## config.mk

```make
export PLATFORM = sky130hd
export DESIGN_NAME = bcd_down_timer
export DESIGN_NICKNAME = d
export VERILOG_FILES = /design/src/rtl/bcd_down_timer_pkg.sv /design/src/rtl/bcd_down_digit.sv /design/src/rtl/bcd_down_timer.sv
export SDC_FILE = /design/constraint.sdc
export NUM_CORES = 1
export LEC_CHECK = 0
export ABC_AREA = 1
export BUFFER_PORTS_ARGS = -buffer_cell sky130_fd_sc_hd__buf_2
export CORE_MARGIN = 3
export CORE_UTILIZATION = 25
export CTS_CLUSTER_SIZE = 25
export DETAILED_ROUTE_END_ITERATION = 10
export PLACE_DENSITY = 0.46
export SYNTH_ARGS = -nofsm -noshare
export SYNTH_HDL_FRONTEND = slang
export SYNTH_SLANG_ARGS = --single-unit
```

## constraint.sdc

```tcl
create_clock -name CLK -period 2.4 [get_ports CLK]
set_clock_uncertainty 0.15 [all_clocks]
set_input_delay 0.48 -clock CLK [delete_from_list [all_inputs] [get_ports CLK]]
set_output_delay 0.48 -clock CLK [all_outputs]
set_load 0.05 [all_outputs]
```

## src/rtl/bcd_down_timer_pkg.sv

```systemverilog
// Shared constants for the two-digit BCD down-timer: FSM encodings, digit limit
// and the preset clamp helper.
package bcd_down_timer_pkg;

  typedef enum logic [1:0] {
    ST_IDLE = 2'd0,
    ST_RUN  = 2'd1,
    ST_DONE = 2'd2
  } state_t;

  localparam logic [3:0] BCD_MAX = 4'd9;

  function automatic logic [3:0] bcd_clamp(input logic [3:0] d);
    return (d > BCD_MAX) ? BCD_MAX : d;
  endfunction

endpackage

```

## src/rtl/bcd_down_digit.sv

```systemverilog
// One BCD digit with clamped load and borrow-chained decrement.
// borrow_out flags "this digit and everything below it is zero".
module bcd_down_digit
  import bcd_down_timer_pkg::*;
(
  input  logic       clk,
  input  logic       ncr,
  input  logic       load,
  input  logic [3:0] load_val,
  input  logic       dec_en,
  input  logic       borrow_in,
  output logic [3:0] q,
  output logic       borrow_out
);

  logic [3:0] q_q, q_d;

  always_comb begin
    q_d = q_q;
    if (load) begin
      q_d = bcd_clamp(load_val);
    end else if (dec_en && borrow_in) begin
      q_d = (q_q == 4'd0) ? BCD_MAX : q_q - 4'd1;
    end
  end

  always_ff @(posedge clk) begin
    if (!ncr) begin
      q_q <= 4'd0;
    end else begin
      q_q <= q_d;
    end
  end

  assign q          = q_q;
  assign borrow_out = borrow_in && (q_q == 4'd0);

endmodule

```

## src/rtl/bcd_down_timer.sv

```systemverilog
// Two-digit BCD countdown timer with IDLE/RUN/DONE control, STOP priority over
// START, and a one-cycle borrow pulse on the final 01 -> 00 step.
//
//  state   | meaning
//  IDLE    | stopped or after reset; Q holds, waits for START
//  RUN     | counting down one per enabled cycle
//  DONE    | reached 00; Q stays 00 until START, STOP or reset
module bcd_down_timer
  import bcd_down_timer_pkg::*;
(
  input  logic       CLK,
  input  logic       NCR,
  input  logic       EN,
  input  logic       START,
  input  logic       STOP,
  input  logic [3:0] D_TENS,
  input  logic [3:0] D_ONES,
  output logic [3:0] Q_TENS,
  output logic [3:0] Q_ONES,
  output logic       BUSY,
  output logic       DONE,
  output logic       BO
);

  state_t state_q, state_d;
  logic   busy_q, busy_d;
  logic   done_q, done_d;
  logic   bo_q, bo_d;

  logic       load;
  logic       dec_req;
  logic       dec_en;
  logic       preset_zero;
  logic       last_step;
  logic       ones_bo;
  logic       cnt_zero;
  logic [3:0] ones_q, tens_q;

  // cnt_zero comes straight from the digit flops, so it can gate the
  // decrement without forming a combinational loop.
  assign dec_en      = dec_req && !cnt_zero;
  assign preset_zero = (bcd_clamp(D_TENS) == 4'd0) && (bcd_clamp(D_ONES) == 4'd0);
  assign last_step   = (tens_q == 4'd0) && (ones_q == 4'd1);

  always_comb begin
    state_d = state_q;
    load    = 1'b0;
    dec_req = 1'b0;
    bo_d    = 1'b0;
    unique case (state_q)
      ST_RUN: begin
        if (STOP) begin
          state_d = ST_IDLE;
        end else if (EN) begin
          dec_req = 1'b1;
          if (last_step) begin
            state_d = ST_DONE;
            bo_d    = 1'b1;
          end
        end
      end
      ST_IDLE, ST_DONE: begin
        if (STOP) begin
          state_d = ST_IDLE;
        end else if (START) begin
          load    = 1'b1;
          state_d = preset_zero ? ST_DONE : ST_RUN;
        end
      end
      default: state_d = ST_IDLE;
    endcase
    busy_d = (state_d == ST_RUN);
    done_d = (state_d == ST_DONE);
  end

  always_ff @(posedge CLK) begin
    if (!NCR) begin
      state_q <= ST_IDLE;
      busy_q  <= 1'b0;
      done_q  <= 1'b0;
      bo_q    <= 1'b0;
    end else begin
      state_q <= state_d;
      busy_q  <= busy_d;
      done_q  <= done_d;
      bo_q    <= bo_d;
    end
  end

  bcd_down_digit u_ones (
    .clk        (CLK),
    .ncr        (NCR),
    .load       (load),
    .load_val   (D_ONES),
    .dec_en     (dec_en),
    .borrow_in  (1'b1),
    .q          (ones_q),
    .borrow_out (ones_bo)
  );

  bcd_down_digit u_tens (
    .clk        (CLK),
    .ncr        (NCR),
    .load       (load),
    .load_val   (D_TENS),
    .dec_en     (dec_en),
    .borrow_in  (ones_bo),
    .q          (tens_q),
    .borrow_out (cnt_zero)
  );

  assign Q_TENS = tens_q;
  assign Q_ONES = ones_q;
  assign BUSY   = busy_q;
  assign DONE   = done_q;
  assign BO     = bo_q;

endmodule

```

==> parameters.txt <==
Parameter                              Value

Routing
  Per-cell routed wire length ... 10.8 µm
  Remaining routing DRC violations ... 0
  Via count ... 870
  Residual antenna-violating net count after detailed routing ... 0
  Drt first pass iters ... 4
  Iter 0 DRT Violations ... 39
  Wire length reported by the detailed router ... 2.19 mm
  Number of vias per cell after detailed routing ... 4.26

Global routing
  Vias in the first global route ... 881
  Routing usage on met1 ... 16.5%
  Met3 Resource Use GR ... 3.81%
  Maximum number of pins on one net before global-route repair ... 19
  Wire length of the first global-routing pass ... 3.94 mm
  Grt met2 use ... 17.8%
  Global-route total usage across every layer ... 11.9%
  Antenna violations before repair ... 0
  Gr busiest metal ... met2
  Overflow left after global routing ... 0

Placed design
  Standard cell area after detailed placement ... 1020 µm²
  Count of placed standard cells including taps ... 200
  Port bufs ... 23
  Final estimated routing congestion in global placement ... 0.746
  Dpl hpwl ... 1.76 mm
  Worst slack after detailed placement ... 0.771 ns

Power
  Worst voltage drop across the vdd grid ... 174 µV
  Proportion of total power due to net switching ... 39.9%
  Share of total power in the clock network ... 23.5%
  Pwr dens ... 565 nW/µm²
  Power Internal ... 357 µW
  Register share of total power ... 41.7%
  Static leakage ... 0.529 nW
  Part of the power in combinational logic ... 34.9%
  PnR Total Power ... 594 µW
  Sw power ... 237 µW

Critical path
  Critical Path Slowest Stage Cell ... sky130_fd_sc_hd__dfxtp_1
  Signal arrival time at the worst endpoint ... 1.06 ns
  First element of the critical path ... u_tens.q[0]
  Top delay family on crit path ... flip-flops
  Path depth of the worst reg2reg path ... 5
  Largest fanout on the critical path ... 6
  Crit path largest cell delay ... 0.47 ns
  Type of element capturing the critical path ... output pin
  Worst flop-to-flop path startpoint ... state_q[0]
  Kind of start point of the critical path ... flip-flop
  Worst Setup Path Type ... flip-flop to output pin
  CP Cell Sequence ... buf_2
  Worst Path Buf+Inv ... 1
  Worst EP required ... 1.77 ns
  Endpoint of the most critical register-to-register path ... state_q[0]
  Reg-to-reg slack, setup ... 1.07 ns

Timing
  Slew at the pin closest to its max-slew limit ... 0.265 ns
  Normalized max-slew margin ... 82.2%
  Final number of setup-violating endpoints ... 0
  Worst Hold Margin ... 0.363 ns
  FMAX ... 0.590 GHz
  PnR worst setup slack ... 0.705 ns
  Final Hold Vio Count ... 0
  Final worst path period need ... 1.69 ns
  Sum of negative setup slack ... 0 ns
  Setup repair after global routing missed its margin ... false
  Final Max Slew Viols ... 0
  Period Utilization, post-route ... 70.6%

CTS
  CTS clock-pin slew for the worst setup and hold paths ... 0.09 ns
  Clock root buffer master ... sky130_fd_sc_hd__clkbuf_4
  TritonCTS clock tree ... done
  Max Root-Sink Buffers ... 2
  # Post-CTS Setup Buffers ... 0
  Hold buffers post-CTS ... 0
  Htree depth ... 1
  Number of instances resized during post-cts repair ... 0
  Later-pin clock latency in the skew report ... 0.27 ns
  TritonCTS Sinks ... 13
  CTS buffer count ... 3

Synthesis
  Number of synthesized register bits ... 13
  Library cells used by synthesis ... 21
  Mapped cell area ... 870 µm²
  Post-synthesis net count ... 148
  Avg Cell Area, Syn ... 6.44 µm²
  Part of the Yosys area used for sequential elements ... 29.9%
  Yosys warnings ... 0
  Post-synthesis cell count ... 135

Layout
  Net count of the finished layout ... 174
  P&R area growth vs syn ... 20.9%
  Post-route insts no fill ... 204
  Diode insertion count for antenna repair ... 0
  Fin util ... 33.1%
  Share of post-route cells with drive strength above 1 ... 28.7%
  Final cell area excluding filler cells ... 1050 µm²

Die
  Placement row count ... 20
  Area inside the core boundary ... 3180 µm²
  Vertical extent of the die ... 65.0 µm
  Effective utilization at floorplan ... 27.4%
  Full die area ... 4220 µm²
  Top-Level Pins ... 24
  Die Width ... 65.0 µm

Worst hold path
  Worst Hold Path EP ... u_ones.q[0]
  Instance count along the most critical hold path ... 3
  Startpoint of the most critical hold path ... NCR
  Tightest Hold Check Type ... input pin to flip-flop

Status
  Result of the run ... complete, no violations

Job
  # Max-Cap Violations ... 0
worst register-to-register path: cells and delay by family (launching register included):
| family | cells | cell delay (ns) |
|---|---|---|
| AOI/OAI and AO/OA | 2 | 0.30 |
| buffers and inverters | 1 | 0.17 |
| and+or+nand+nor | 2 | 0.31 |
| DFF | 1 | 0.34 |
how the worst max path moves through the flow:
stage	to	slack [ns]	depth (start not counted)
6_report	Q_TENS[0]	0.71	1
5_1_grt	Q_TENS[0]	0.63	1
4_1_cts	Q_TENS[0]	0.68	1
3_5_place_dp	BUSY	0.77	6
3_3_place_gp	BUSY	0.77	6
2_1_floorplan	u_ones.q[0]	0.90	7
cells by family (layout without fill, tap and decap cells):
| kind of cell | count (synthesis) | count (layout) | synth area share [%] |
|---|---|---|---|
| AOI/OAI and AO/OA | 19 | 19 | 12.5 |
| buffers and inverters | 20 | 45 | 9.50 |
| and+or+nand+nor | 83 | 83 | 48.1 |
| DFF | 13 | 13 | 29.9 |
metal layers:
layer | up-vias | share of wire (%)
met3 | 2 | 3.8
met5 | - | 0
met4 | 0 | 0.68
met2 | 15 | 41
met1 | 379 | 54
li1 | 474 | -
registers in the layout, indices dropped and copies added (netlist names):
name      cells
BO            1
BUSY          1
DONE          1
state_q       2
u_ones.q      4
u_tens.q      4
power groups by stage:
stage | clock [mW] | combinational (mW) | sequential [mW]
floorplan | 0 | 0.118 | 0.294
global placement | 0 | 0.209 | 0.253
detailed placement | 0 | 0.208 | 0.253
CTS | 0.151 | 0.209 | 0.248
global route | 0.163 | 0.232 | 0.250
finish | 0.140 | 0.207 | 0.248
cells in the mapped netlist:
| library cell | number | share of area [%] |
|---|---|---|
| sky130_fd_sc_hd__a21oi_1 | 4 | 2.3 |
| sky130_fd_sc_hd__inv_2 | 4 | 1.7 |
| sky130_fd_sc_hd__nand2_4 | 3 | 3.9 |
| sky130_fd_sc_hd__nand4_1 | 1 | 0.72 |
| sky130_fd_sc_hd__buf_6 | 1 | 1.3 |
| sky130_fd_sc_hd__nor2_1 | 22 | 9.5 |
| sky130_fd_sc_hd__inv_1 | 14 | 6.0 |
| sky130_fd_sc_hd__clkbuf_1 | 1 | 0.43 |
| sky130_fd_sc_hd__nand3_4 | 1 | 2.0 |
| sky130_fd_sc_hd__o21ai_2 | 1 | 1.0 |
| sky130_fd_sc_hd__o21a_1 | 1 | 0.86 |
| sky130_fd_sc_hd__nand2_1 | 32 | 14 |
| sky130_fd_sc_hd__nand2_2 | 2 | 1.4 |
| sky130_fd_sc_hd__o22ai_1 | 1 | 0.72 |
| sky130_fd_sc_hd__o21ai_0 | 10 | 5.8 |
| sky130_fd_sc_hd__nor2_4 | 5 | 6.5 |
| sky130_fd_sc_hd__dfxtp_1 | 13 | 30 |
| sky130_fd_sc_hd__a21oi_2 | 1 | 1.0 |
| sky130_fd_sc_hd__o21bai_1 | 1 | 0.86 |
| sky130_fd_sc_hd__nor2_2 | 3 | 2.2 |
| sky130_fd_sc_hd__nand3_1 | 14 | 8.1 |
placed cells by master (no fill, tap or decap):
cell and count:
sky130_fd_sc_hd__clkbuf_1 1, sky130_fd_sc_hd__a21oi_2 1, sky130_fd_sc_hd__nor2_4 5, sky130_fd_sc_hd__nor2_2 3
sky130_fd_sc_hd__a21oi_1 4, sky130_fd_sc_hd__nand3_1 14, sky130_fd_sc_hd__buf_2 23, sky130_fd_sc_hd__o21ai_2 1
sky130_fd_sc_hd__clkbuf_4 3, sky130_fd_sc_hd__nand2_2 2, sky130_fd_sc_hd__dfxtp_1 13, sky130_fd_sc_hd__o21ai_0 10
sky130_fd_sc_hd__nand2_4 3, sky130_fd_sc_hd__o22ai_1 1, sky130_fd_sc_hd__o21a_1 1, sky130_fd_sc_hd__nand3_4 1
sky130_fd_sc_hd__nor2_1 22, sky130_fd_sc_hd__o21bai_1 1, sky130_fd_sc_hd__inv_2 4, sky130_fd_sc_hd__inv_1 14
sky130_fd_sc_hd__nand4_1 1, sky130_fd_sc_hd__nand2_1 32
area by class of cell:
class	count	area (µm²)
sequential	13	260
inverter	18	67.6
tap	44	55.1
fill	375	2130
timing repair buffer	23	115
clock buffer	4	26.3
multi-input combinational	102	527
(Power assumes the default switching activity.)
